==> config.mk <==
export PLATFORM = sky130hd
export DESIGN_NAME = iomem_router_flat
export DESIGN_NICKNAME = d
export VERILOG_FILES = /design/src/rtl/iomem_router_if.sv /design/src/rtl/iomem_router.sv /design/src/flat_wrapper.sv
export SDC_FILE = /design/constraint.sdc
export NUM_CORES = 1
export LEC_CHECK = 0
export CAP_MARGIN = 20
export CORE_UTILIZATION = 29
export DETAILED_ROUTE_END_ITERATION = 16
export HOLD_SLACK_MARGIN = 0.02
export PLACE_DENSITY = 0.63
export SETUP_SLACK_MARGIN = 0.05
export SLEW_MARGIN = 20
export SYNTH_ARGS = -nofsm -noshare
export SYNTH_HDL_FRONTEND = slang
export SYNTH_SLANG_ARGS = --single-unit
==> constraint.sdc <==
create_clock -name clk -period 3.2 [get_ports clk]
set_clock_uncertainty 0.2 [all_clocks]
set_input_delay 0.48 -clock clk [delete_from_list [all_inputs] [get_ports clk]]
set_output_delay 0.48 -clock clk [all_outputs]
set_load 0.01 [all_outputs]
==> src/rtl/iomem_router_if.sv <==
// rtl/iomem_router_if.sv - iomem request side and four-slot peripheral side of the router
interface iomem_router_if;
  // SoC-facing iomem request
  logic         m_valid;
  logic         m_ready;
  logic [3:0]   m_wstrb;
  logic [31:0]  m_addr;
  logic [31:0]  m_wdata;
  logic [31:0]  m_rdata;
  // Slot-facing request, one valid/ready pair per slot
  logic [3:0]   s_valid;
  logic [3:0]   s_ready;
  logic [3:0]   s_wstrb;
  logic [31:0]  s_addr;
  logic [31:0]  s_wdata;
  logic [127:0] s_rdata;

  // Router view: serves the SoC request, drives the slots
  modport slave (
    input  m_valid, m_wstrb, m_addr, m_wdata,
    output m_ready, m_rdata,
    output s_valid, s_wstrb, s_addr, s_wdata,
    input  s_ready, s_rdata
  );

  // Environment view: SoC master plus the slot responders
  modport master (
    output m_valid, m_wstrb, m_addr, m_wdata,
    input  m_ready, m_rdata,
    input  s_valid, s_wstrb, s_addr, s_wdata,
    output s_ready, s_rdata
  );
endinterface

==> src/rtl/iomem_router.sv <==
// rtl/iomem_router.sv - page-decoded iomem router with timeout and sticky error flags
module iomem_router #(
  parameter logic [7:0]  BASE_PAGE = 8'h03,
  parameter int unsigned TIMEOUT   = 255,
  parameter logic [31:0] ERR_RDATA = 32'hFFFF_FFFF
) (
  input  logic                clk,
  input  logic                resetn,
  iomem_router_if.slave       bus,
  input  logic                err_clr,
  output logic                err_unmapped,
  output logic                err_timeout,
  output logic [31:0]         err_addr
);

  typedef enum logic [1:0] {IDLE, BUSY, UNMAP, DONE} state_t;

  // Counter value on which the slot is declared dead
  localparam logic [15:0] TO_LAST = 16'(TIMEOUT - 1);

  state_t      state_q, state_d;
  logic [1:0]  sel_q, sel_d;
  logic [15:0] cnt_q, cnt_d;
  logic        m_ready_q, m_ready_d;
  logic [31:0] m_rdata_q, m_rdata_d;
  logic [3:0]  s_valid_q, s_valid_d;
  logic [3:0]  s_wstrb_q, s_wstrb_d;
  logic [31:0] s_addr_q, s_addr_d;
  logic [31:0] s_wdata_q, s_wdata_d;
  logic        err_unm_q, err_unm_d;
  logic        err_to_q, err_to_d;
  logic [31:0] err_addr_q, err_addr_d;
  logic [7:0]  idx;

  // Slot index relative to the base page; 8-bit wrap lets the map straddle page 00
  assign idx = bus.m_addr[31:24] - BASE_PAGE;

  // Next-state and next-output logic for the request sequencer
  always_comb begin
    state_d    = state_q;
    sel_d      = sel_q;
    cnt_d      = cnt_q;
    m_ready_d  = m_ready_q;
    m_rdata_d  = m_rdata_q;
    s_valid_d  = s_valid_q;
    s_wstrb_d  = s_wstrb_q;
    s_addr_d   = s_addr_q;
    s_wdata_d  = s_wdata_q;
    err_addr_d = err_addr_q;
    // A clear loses against an error event later in this block
    err_unm_d  = err_clr ? 1'b0 : err_unm_q;
    err_to_d   = err_clr ? 1'b0 : err_to_q;

    case (state_q)
      IDLE: begin
        if (bus.m_valid) begin
          s_addr_d  = bus.m_addr;
          s_wdata_d = bus.m_wdata;
          s_wstrb_d = bus.m_wstrb;
          if (idx < 8'd4) begin
            sel_d     = idx[1:0];
            s_valid_d = 4'b0001 << idx[1:0];
            cnt_d     = 16'd0;
            state_d   = BUSY;
          end else begin
            state_d = UNMAP;
          end
        end
      end
      BUSY: begin
        // A late answer on the expiry cycle still counts as a normal completion
        if (bus.s_ready[sel_q]) begin
          m_rdata_d = bus.s_rdata[{sel_q, 5'b0} +: 32];
          m_ready_d = 1'b1;
          s_valid_d = 4'b0000;
          state_d   = DONE;
        end else if (cnt_q == TO_LAST) begin
          m_rdata_d  = ERR_RDATA;
          m_ready_d  = 1'b1;
          s_valid_d  = 4'b0000;
          err_to_d   = 1'b1;
          err_addr_d = s_addr_q;
          state_d    = DONE;
        end else begin
          cnt_d = cnt_q + 16'd1;
        end
      end
      UNMAP: begin
        m_rdata_d  = 32'd0;
        m_ready_d  = 1'b1;
        err_unm_d  = 1'b1;
        err_addr_d = s_addr_q;
        state_d    = DONE;
      end
      DONE: begin
        // m_valid is deliberately not looked at here so the SoC can retire its request
        m_ready_d = 1'b0;
        state_d   = IDLE;
      end
      default: state_d = IDLE;
    endcase
  end

  // State and registered outputs; reset drops s_valid without waiting for a clock
  always_ff @(posedge clk or negedge resetn) begin
    if (!resetn) begin
      state_q    <= IDLE;
      sel_q      <= 2'd0;
      cnt_q      <= 16'd0;
      m_ready_q  <= 1'b0;
      m_rdata_q  <= 32'd0;
      s_valid_q  <= 4'b0000;
      s_wstrb_q  <= 4'b0000;
      s_addr_q   <= 32'd0;
      s_wdata_q  <= 32'd0;
      err_unm_q  <= 1'b0;
      err_to_q   <= 1'b0;
      err_addr_q <= 32'd0;
    end else begin
      state_q    <= state_d;
      sel_q      <= sel_d;
      cnt_q      <= cnt_d;
      m_ready_q  <= m_ready_d;
      m_rdata_q  <= m_rdata_d;
      s_valid_q  <= s_valid_d;
      s_wstrb_q  <= s_wstrb_d;
      s_addr_q   <= s_addr_d;
      s_wdata_q  <= s_wdata_d;
      err_unm_q  <= err_unm_d;
      err_to_q   <= err_to_d;
      err_addr_q <= err_addr_d;
    end
  end

  assign bus.m_ready   = m_ready_q;
  assign bus.m_rdata   = m_rdata_q;
  assign bus.s_valid   = s_valid_q;
  assign bus.s_wstrb   = s_wstrb_q;
  assign bus.s_addr    = s_addr_q;
  assign bus.s_wdata   = s_wdata_q;
  assign err_unmapped  = err_unm_q;
  assign err_timeout   = err_to_q;
  assign err_addr      = err_addr_q;

endmodule
==> src/flat_wrapper.sv <==
// flat-port wrapper written by rule: the top's interface ports become plain ports
module iomem_router_flat 
#(
  parameter logic [7:0]  BASE_PAGE = 8'h03,
  parameter int unsigned TIMEOUT   = 255,
  parameter logic [31:0] ERR_RDATA = 32'hFFFF_FFFF
)
  (clk, resetn, err_clr, err_unmapped, err_timeout, err_addr, bus_m_valid, bus_m_wstrb, bus_m_addr, bus_m_wdata, bus_m_ready, bus_m_rdata, bus_s_valid, bus_s_wstrb, bus_s_addr, bus_s_wdata, bus_s_ready, bus_s_rdata);
  iomem_router_if bus_i ();
  input  logic clk;
  input  logic resetn;
  input  logic err_clr;
  output logic err_unmapped;
  output logic err_timeout;
  output logic [31:0] err_addr;
  input wire logic [$bits(bus_i.m_valid)-1:0] bus_m_valid;
  input wire logic [$bits(bus_i.m_wstrb)-1:0] bus_m_wstrb;
  input wire logic [$bits(bus_i.m_addr)-1:0] bus_m_addr;
  input wire logic [$bits(bus_i.m_wdata)-1:0] bus_m_wdata;
  output wire logic [$bits(bus_i.m_ready)-1:0] bus_m_ready;
  output wire logic [$bits(bus_i.m_rdata)-1:0] bus_m_rdata;
  output wire logic [$bits(bus_i.s_valid)-1:0] bus_s_valid;
  output wire logic [$bits(bus_i.s_wstrb)-1:0] bus_s_wstrb;
  output wire logic [$bits(bus_i.s_addr)-1:0] bus_s_addr;
  output wire logic [$bits(bus_i.s_wdata)-1:0] bus_s_wdata;
  input wire logic [$bits(bus_i.s_ready)-1:0] bus_s_ready;
  input wire logic [$bits(bus_i.s_rdata)-1:0] bus_s_rdata;
  assign bus_i.m_valid = bus_m_valid;
  assign bus_i.m_wstrb = bus_m_wstrb;
  assign bus_i.m_addr = bus_m_addr;
  assign bus_i.m_wdata = bus_m_wdata;
  assign bus_m_ready = bus_i.m_ready;
  assign bus_m_rdata = bus_i.m_rdata;
  assign bus_s_valid = bus_i.s_valid;
  assign bus_s_wstrb = bus_i.s_wstrb;
  assign bus_s_addr = bus_i.s_addr;
  assign bus_s_wdata = bus_i.s_wdata;
  assign bus_i.s_ready = bus_s_ready;
  assign bus_i.s_rdata = bus_s_rdata;
  iomem_router #(.BASE_PAGE(BASE_PAGE), .TIMEOUT(TIMEOUT), .ERR_RDATA(ERR_RDATA)) u_core (.clk(clk), .resetn(resetn), .bus(bus_i), .err_clr(err_clr), .err_unmapped(err_unmapped), .err_timeout(err_timeout), .err_addr(err_addr));
endmodule
# Word-level counts from Yosys, hierarchy flattened
# Index checks and enable logic that the tools add are counted.
# word_totals
reg_bits,159
in_bits,204
mem_bits_ro,0
mem_count,0
latch_bits,0
word_cells,73
ramBits,0
# classes
add_sub_neg,2
eq_ne,10
mul,0
muxes,32
n_div,0
n_shift,2
n_reduce_logical,13
n_lt_le_gt_ge,2
bitwise,0
# ops
op,n
$mux W32,4
$pmux W32 S2,2
$shiftx A128 B8 Y32,1
$mux W16,4
$pmux W16 S2,1
$add A16 B1 Y16 const B,1
$eq A16 B8 Y1 const B,1
$mux W4,4
$mux W1,9
$lt A8 B3 Y1 const B,1
$mux W2,4
$pmux W2 S4,1
$pmux W4 S2,1
$reduce_and A2 Y1,4
$sub A8 B2 Y8 const B,1
$ne A2 B2 Y1 const B,3
$reduce_and A3 Y1,2
$reduce_bool A2 Y1,3
$reduce_and A5 Y1,1
$eq A2 B2 Y1 const B,2
$ne A2 B1 Y1 const B,2
$reduce_and A4 Y1,1
$shl A1 B2 Y4 const A,1
$lt A2 B3 Y1 const B,1
other kinds (6),6

# Longest topological paths before layout
# Gate-level depths: netlist (run 1).
# depth
depth_word,5
mapped_depth,9
ltp_nobuf,7

# Least setup slack after synthesis (run 1)
# OpenSTA, ideal clock, no wires.
# synth_timing
path_type,register to register
from,register u_core.cnt_q[8]
to,"register u_core.err_addr_q[10], in the netlist u_core.err_addr[10]"
setup_slack_ns,0.656
setup_ns,0.125
stages_incl_launch_ff,7
synth_period_minus_slack_ns,2.544
required_time_ns,2.875
arrival_time_ns,2.220
n_path_buf,1
cell_sequence,dfrtp_1 nor4_1 nand4_1 or3_1 o21ai_1 buf_2 mux2_2
# synth_between
elab_chain_cells,3
# synth_rtl
element,line,text
from (decl),iomem_router.sv:23,"logic [15:0] cnt_q, cnt_d;"
from (signal assigned),iomem_router.sv:122,cnt_q <= cnt_d;
$eq A16 B8 Y1,iomem_router.sv:77,end else if (cnt_q == TO_LAST) begin
$ne A2 B1 Y1 (no source line),-,
$reduce_and A3 Y1 (no source line),-,
to (signal assigned),iomem_router.sv:131,err_addr_q <= err_addr_d;
to (decl),iomem_router.sv:32,"logic [31:0] err_addr_q, err_addr_d;"
# Every way passes these cells.
# A chain may end at the register's enable or synchronous reset.

# Worst setup path in the final report (run 1)
# layout_timing
from,register u_core.state_q[0]
to,register u_core.cnt_q[7]
# layout_between
elab_chain_cells,3
elab_cells_between_ends,9
classes_between,eq/ne (5); mux (1); reduce/logical (3)
# layout_rtl
element,line,text
from (decl),iomem_router.sv:21,"state_t state_q, state_d;"
from (signal assigned),iomem_router.sv:120,state_q <= state_d;
$eq A2 B1 Y1 / $logic_not A2 Y1 (equally long branches),iomem_router.sv:54,case (state_q)
$ne A2 B2 Y1 (no source line) (tied with other cells),-,
$reduce_and A5 Y1 (no source line),-,
# Parallel ways exist; a longest one is shown, timed or not.

==> results of run 1 <==
-- registers in the layout (all words and copies together) (netlist names) --
register / flops
u_core.bus.m_rdata: 32
u_core.bus.m_ready: 1
u_core.bus.s_addr: 32
u_core.bus.s_valid: 4
u_core.bus.s_wdata: 32
u_core.bus.s_wstrb: 4
u_core.cnt_q: 16
u_core.err_addr: 32
u_core.err_timeout: 1
u_core.err_unmapped: 1
u_core.sel_q: 2
u_core.state_q: 2
-- layout make-up --
class                      count  area (um2)  share of cell area, %
clock buffer                  18         439                   3.67
tap                          330         413                   3.45
clock inverter                14         168                   1.40
sequential                   159        3980                   33.3
inverter                       9        33.8                  0.283
timing repair buffer         361        3630                   30.4
multi-input combinational    365        3290                   27.5
-- cell families (layout without fill, tap and decap cells) --
| logic type | count (synthesis) | after routing | share of synthesized area, % |
|---|---|---|---|
| flops | 159 | 159 | 53.4 |
| mux | 137 | 137 | 25.7 |
| compound gates | 111 | 111 | 8.95 |
| simple gates | 104 | 104 | 7.04 |
| buf+inv | 49 | 402 | 2.81 |
| fa+ha+maj | 11 | 11 | 1.85 |
| xor+xnor | 2 | 2 | 0.235 |
-- path summary, 6_finish.rpt --
check,start,endpoint,slack [ps],cells past startpoint
min in group asynchronous,resetn,u_core.bus.s_wdata[30],370,2
worst min-delay path,u_core.bus.m_rdata[30],u_core.bus.m_rdata[30],280,2
worst max-delay path,u_core.state_q[0],u_core.cnt_q[7],610,6
worst min register to register,u_core.bus.m_rdata[30],u_core.bus.m_rdata[30],280,2
worst max register to register,u_core.state_q[0],u_core.cnt_q[7],610,6
max in group asynchronous,resetn,u_core.cnt_q[11],1630,3
-- layer usage --
metal,GRT usage (%),part of all wire [%],up-vias
met5,0,0,-
met4,3.52,0.68,0
met3,4.60,6.4,14
met2,29.9,51,235
met1,20.4,42,2873
li1,-,-,2827
-- what timing repair did --
action | CTS | global route
setup buffers | 0 | 0
endpoints found under the hold margin | 52 | 0
hold buffers | 1 | 0
-- power by group --
part           switching, mW  internal, mW
clock network          0.979          1.08
registers              0.532          2.95
logic                   2.23          2.98
-- critical path: stages, from the launching register on --
cell and delay [ps]:
dfrtp_1 420, inv_1 120, ha_1 410, nand2_1 200, o32a_1 560, or4_1 520
nand3_1 90
-- cells in the final DEF (no fill, tap or decap), types with 5 or more instances in the layout --
| master | synthesis | layout |
|---|---|---|
| mux2_2 | 99 | 99 |
| nand2_1 | 48 | 48 |
| buf_12 | 0 | 5 |
| o21ai_0 | 75 | 73 |
| inv_1 | 9 | 9 |
| nand3_1 | 8 | 8 |
| buf_4 | 0 | 13 |
| ha_1 | 11 | 11 |
| nor2_1 | 6 | 6 |
| mux4_2 | 33 | 33 |
| nor4_1 | 7 | 7 |
| dfrtp_1 | 159 | 158 |
| clkdlybuf4s50_1 | 0 | 341 |
| clkinv_8 | 0 | 5 |
| nand4_1 | 8 | 8 |
| and3_1 | 7 | 7 |
| clkbuf_16 | 0 | 17 |
| o31ai_1 | 8 | 8 |
| a21oi_1 | 7 | 7 |
| a22o_1 | 5 | 5 |
| or4_1 | 9 | 9 |
-- through the flow --
stage / power (mW) / setup slack (ps) / utilization, %
after floorplan: 5.99 / 656 / -
after global placement: 8.72 / 161 / 45.0
after detailed placement: 8.80 / 86.1 / 45.0
after CTS: 10.9 / 542 / 47.5
after global routing: 11.5 / 391 / 47.5
final: 10.7 / 608 / 47.5
==> results.md, run 1 <==
* Required @ worst endpoint at around 3400 ps
* Worst-Skew Late Latency at around 420 ps
* Antenna Violating Nets Remaining at 0
* First-pass GRT wire length at between 30000 and 40000 um
* Post-route insts no fill at around 1300
* CTS root buffer: clkbuf_16
* Yosys warns at 0
* Initial antenna violation count at 0
* N_diodes at 0
* Max Slew Vio Count at 0
* Layout area overhead at 60.5%
* Area leader, netlist: dfrtp_1
* CTS resizes at 0
* Port Buffers at about 340
* Mapped cell area at about 7400 um2
* Max_cap viols at 0
* Maximum fanout along the worst path at 14
* Die area at ~26000 um2
* Placed cells at approximately 1200
* Ys async rst share at 100%
* Final net count at about 1100
* Critical Path End Type: flip-flop
* Number of global-route vias before repair at a little over 6000
* Fmax at 386 MHz
* HPWL after DPL at roughly 16000 um
* Layout cells sized above 1 at 20.6%
* Max VDD drop at 505 uV
* Remaining Overflow, GRT at 0
* Crit Path Class: flip-flop to flip-flop
* Hold Path Class: flip-flop to flip-flop
* Maximum clock insertion buffer count at 2
* # fillers at 2295
* Placed Area at about 11000 um2
* P_leak at 4.78 nW
* Status: complete, no violations
* Sum of negative setup slack at 0 ps
* Cts bufs inserted at 17
* DRC Markers at 0
* Synthesized flop and latch total at 159
* Final period utilization at about four fifths
* Initial core utilization at a little under 30%
* Clock-pin slew on the worst setup and hold paths at roughly 70 ps
* Slew headroom at between 50% and 60%
* GP Congestion at roughly 0.8
* Number of flops mapped to enable cells by yosys at 0
* Hold_ws at 282 ps
* 1st-iter DRT viols at around 220
* Num ports at about 340
* Routed WL at between 20000 and 25000 um
* Pwr dens at ~900 nW/um2
* Syn nets at around 790
* Synth Instances at 573
* Die W at between 150 and 200 um
* Vias at 5949
* Cell variety after synth at between 40 and 50
* Total track usage at 16.9%
* H-Tree Depth at 4
* Vias/cell at 4.74
* Top post-synthesis cells by count: dfrtp_1 (159), mux2_2 (99), o21ai_0 (75)
* Row count at 58
* Top-count cell post-synth: dfrtp_1
* Die height at 162 um
* Synth area leaders: dfrtp_1 (53%), mux2_2 (15%), mux4_2 (10%), o21ai_0 (5.0%), nand2_1 (2.4%)
* Critical Path Start Type: flip-flop
* RSZ-0062 raised after global routing: no
* Clk sink count at between 150 and 200
* Post-synth top flop: dfrtp_1
* Routed WL per cell at between 15 and 20 um
* CTS tree: built
* Worst-Margin Slew at roughly 670 ps
* Post-layout minimum cycle time at roughly 2600 ps
* Final Hold Fails at 0
* Finished Cell Area at approximately 12000 um2
* Core area at ~25000 um2
* Drt pass-1 iters at 5
* Worst EP arrival at about 2800 ps
* Post-Syn Area per Cell at approximately 13 um2
* Post-synthesis sequential area ratio at between 50% and 60%
* Area share of the largest cell type after synthesis at between 50% and 60%
* # setup viols final at 0
* Largest net degree at the start of global routing at 65
Power figures use the tool's default switching activity.
==> run 2, diff against run 1 <==
==> constraint.sdc (replaced) <==
create_clock -name clk -period 2.4 [get_ports clk]
set_clock_uncertainty 0.2 [all_clocks]
set_input_delay 0.36 -clock clk [delete_from_list [all_inputs] [get_ports clk]]
set_output_delay 0.36 -clock clk [all_outputs]
set_load 0.01 [all_outputs]
==> run 2 against run 1 <==
The flow now finishes with violations (setup timing). First-iteration DRC count increased by 24%. Design area is 5.3% higher. Critical endpoint is now u_core.err_addr[4]. Sequential share of layout area decreased by 1.7 points.
==> results.md, run 2 (synthesis gave the netlist of run 1 again) <==
* Status: finished with violations
* Failing checks: setup timing
* Final net count at 1170 (+3.7%)
* Port Buffers at 342 (unchanged)
* Max stage delay cell, worst path: mux4_2
* RSZ-0062 raised after global routing: yes
* Die W at 162 um (unchanged)
* Routed WL at 22300 um (+2.9%)
* Vias at 6157 (+3.5%)
* N_diodes at 0 (unchanged)
* Fmax at 397 MHz (+3.0%)
* RR Endpoint: u_core.err_addr[4]
* Critical path buffers and inverters at 1 (unchanged)
* CP peak stage delay at 620 ps (+60 ps)
* Vias/cell at 4.74 (+0.15%)
* P_leak at 5.14 nW (+7.5%)
* Pwr dens at 1210 nW/um2 (+35%)
* GP Congestion at 0.780 (-2.3%)
* Clock-pin slew on the worst setup and hold paths at 70 ps (about the same)
* Clk sink count at 159 (unchanged)
* Required @ worst endpoint at 2500 ps (-860 ps)
* Reg2Reg Depth at 5 (-1)
* Reg2reg start: u_core.sel_q[0]
* Number of global-route vias before repair at 6365 (+3.9%)
* Crit Path Class: flip-flop to flip-flop
* Critical Path Start Type: flip-flop
* Final setup margin at -116 ps (-724 ps)
* Critical Path End Type: flip-flop
* Initial antenna violation count at 0 (unchanged)
* Post-layout minimum cycle time at 2520 ps (-75.9 ps)
* Cts bufs inserted at 17 (unchanged)
* Routed WL per cell at 17.2 um (-0.42%)
* Placed cells at 1252 (+2.4%)
* Top delay family on crit path: multiplexers
* Die area at 26300 um2 (unchanged)
* Num ports at 343 (unchanged)
* # setup viols final at 42 (+42)
* Final period utilization at 105% (+24 points)
* Row count at 58 (unchanged)
* Drt pass-1 iters at 4 (-1)
* R2R setup slack at -120 ps (-720 ps)
* Maximum fanout along the worst path at 6 (-8)
* HPWL after DPL at 16300 um (+0.34%)
* Commonest non-fill, non-tap cells in the layout: clkdlybuf4s50_1 (341), dfrtp_1 (158), o21ai_0 (73)
* Cells along the critical path: mux4_2, or3_4, o21ai_4, clkbuf_16, mux2_4
* Slew headroom at 56.2% (+0.70 points)
* First-pass GRT wire length at 34400 um (+0.12%)
* Antenna Violating Nets Remaining at 0 (unchanged)
* Hold Path Class: primary input to async pin
* Post-route insts no fill at 1298 (+3.3%)
* Remaining Overflow, GRT at 0 (unchanged)
* Most common cell after layout, fill and taps aside: clkdlybuf4s50_1
* Layout cells sized above 1 at 25.6% (+5.0 points)
* Core area at 25200 um2 (unchanged)
* Placed Area at 11600 um2 (+2.1%)
* Hold_ws at 225 ps (-57.1 ps)
* Total power at 15.3 mW (+42%)
* Final Hold Fails at 0 (unchanged)
* Layout area overhead at 69.0%
* Largest net degree at the start of global routing at 52 (-20%)
* Max VDD drop at 695 uV (+38%)
* Initial core utilization at 29.6% (unchanged)
* CTS root buffer: clkbuf_16
* Max Slew Vio Count at 0 (unchanged)
* Maximum clock insertion buffer count at 2 (unchanged)
* DRC Markers at 0 (unchanged)
* H-Tree Depth at 4 (unchanged)
* Worst-Margin Slew at 657 ps (-10.4 ps)
* Worst-Skew Late Latency at 420 ps (about the same)
* CTS tree: built
* Total track usage at 17.0% (+0.098 points)
* 1st-iter DRT viols at 270 (+24%)
* Max_cap viols at 0 (unchanged)
* Die height at 162 um (unchanged)
* Worst EP arrival at 2620 ps (-130 ps)
* Finished Cell Area at 12600 um2 (+5.3%)
-- run 2: changes by cell type in the layout (fill, tap and decap cells not counted), moves of 3 or more --
cell	change
mux2_4	+32
a21oi_1	-4
a21oi_2	+4
or4_1	-3
clkinv_8	-3
buf_4	+31
or4_4	+3
buf_6	+7
mux2_2	-30
-- run 2: how the worst max path moves through the flow --
stage                          startpoint                  end  slack [ps]  depth (start not counted)
after global routing      u_core.sel_q[0]     u_core.cnt_q[12]        -130                          6
after floorplan           u_core.sel_q[0]     u_core.cnt_q[12]          40                          7
final                     u_core.sel_q[0]   u_core.err_addr[4]        -120                          5
after global placement     bus_s_ready[3]  u_core.err_addr[20]        -380                          6
after detailed placement   bus_s_ready[3]  u_core.err_addr[19]        -430                          6
after CTS                 u_core.sel_q[0]  u_core.err_addr[30]         -80                          5
-- run 2: through the flow --
stage          setup TNS, ps  util [%]  setup WS (ps)
4_1_cts                -1840      49.2          -79.1
3_5_place_dp          -25340      46.0           -435
2_1_floorplan              0         -           41.1
6_report               -2680      50.0           -116
3_3_place_gp          -20400      46.0           -378
5_1_grt                -3680      50.0           -131
-- run 2: final cells by class --
type                       instances  area, um2
clock buffer                      18        429
clock inverter                    14        186
fill                            2245      12600
inverter                           9       33.8
multi-input combinational        366       3530
sequential                       159       3980
tap                              330        413
timing repair buffer             402       4010
-- run 2: where the power goes --
group / internal (mW) / switching (mW) / total, mW
Combinational: 4.59 / 3.22 / 7.81
Sequential: 3.93 / 0.723 / 4.66
Clock: 1.59 / 1.23 / 2.82
-- run 2: worst reg2reg max path, cell delays in order, from the launching register on --
cell and delay [ps]:
dfrtp_2 430, mux4_2 620, or3_4 390, o21ai_4 200, clkbuf_16 260, mux2_4 300
-- run 2: per-layer routing --
layer	share of wire [%]	global-route usage [%]
met2	52	30.0
met1	40	19.6
met3	6.6	4.75
met5	0	0
met4	1.6	5.70
-- run 2: timing repair --
action / in CTS / in global routing
setup buffers: 5 / 4
hold endpoints to repair: 41 / 0
gates resized for setup: 30 / 27
pin swaps: 7 / 11
hold buffers: 1 / 0
setup endpoints to repair: 41 / 75
cloned: 2 / 3
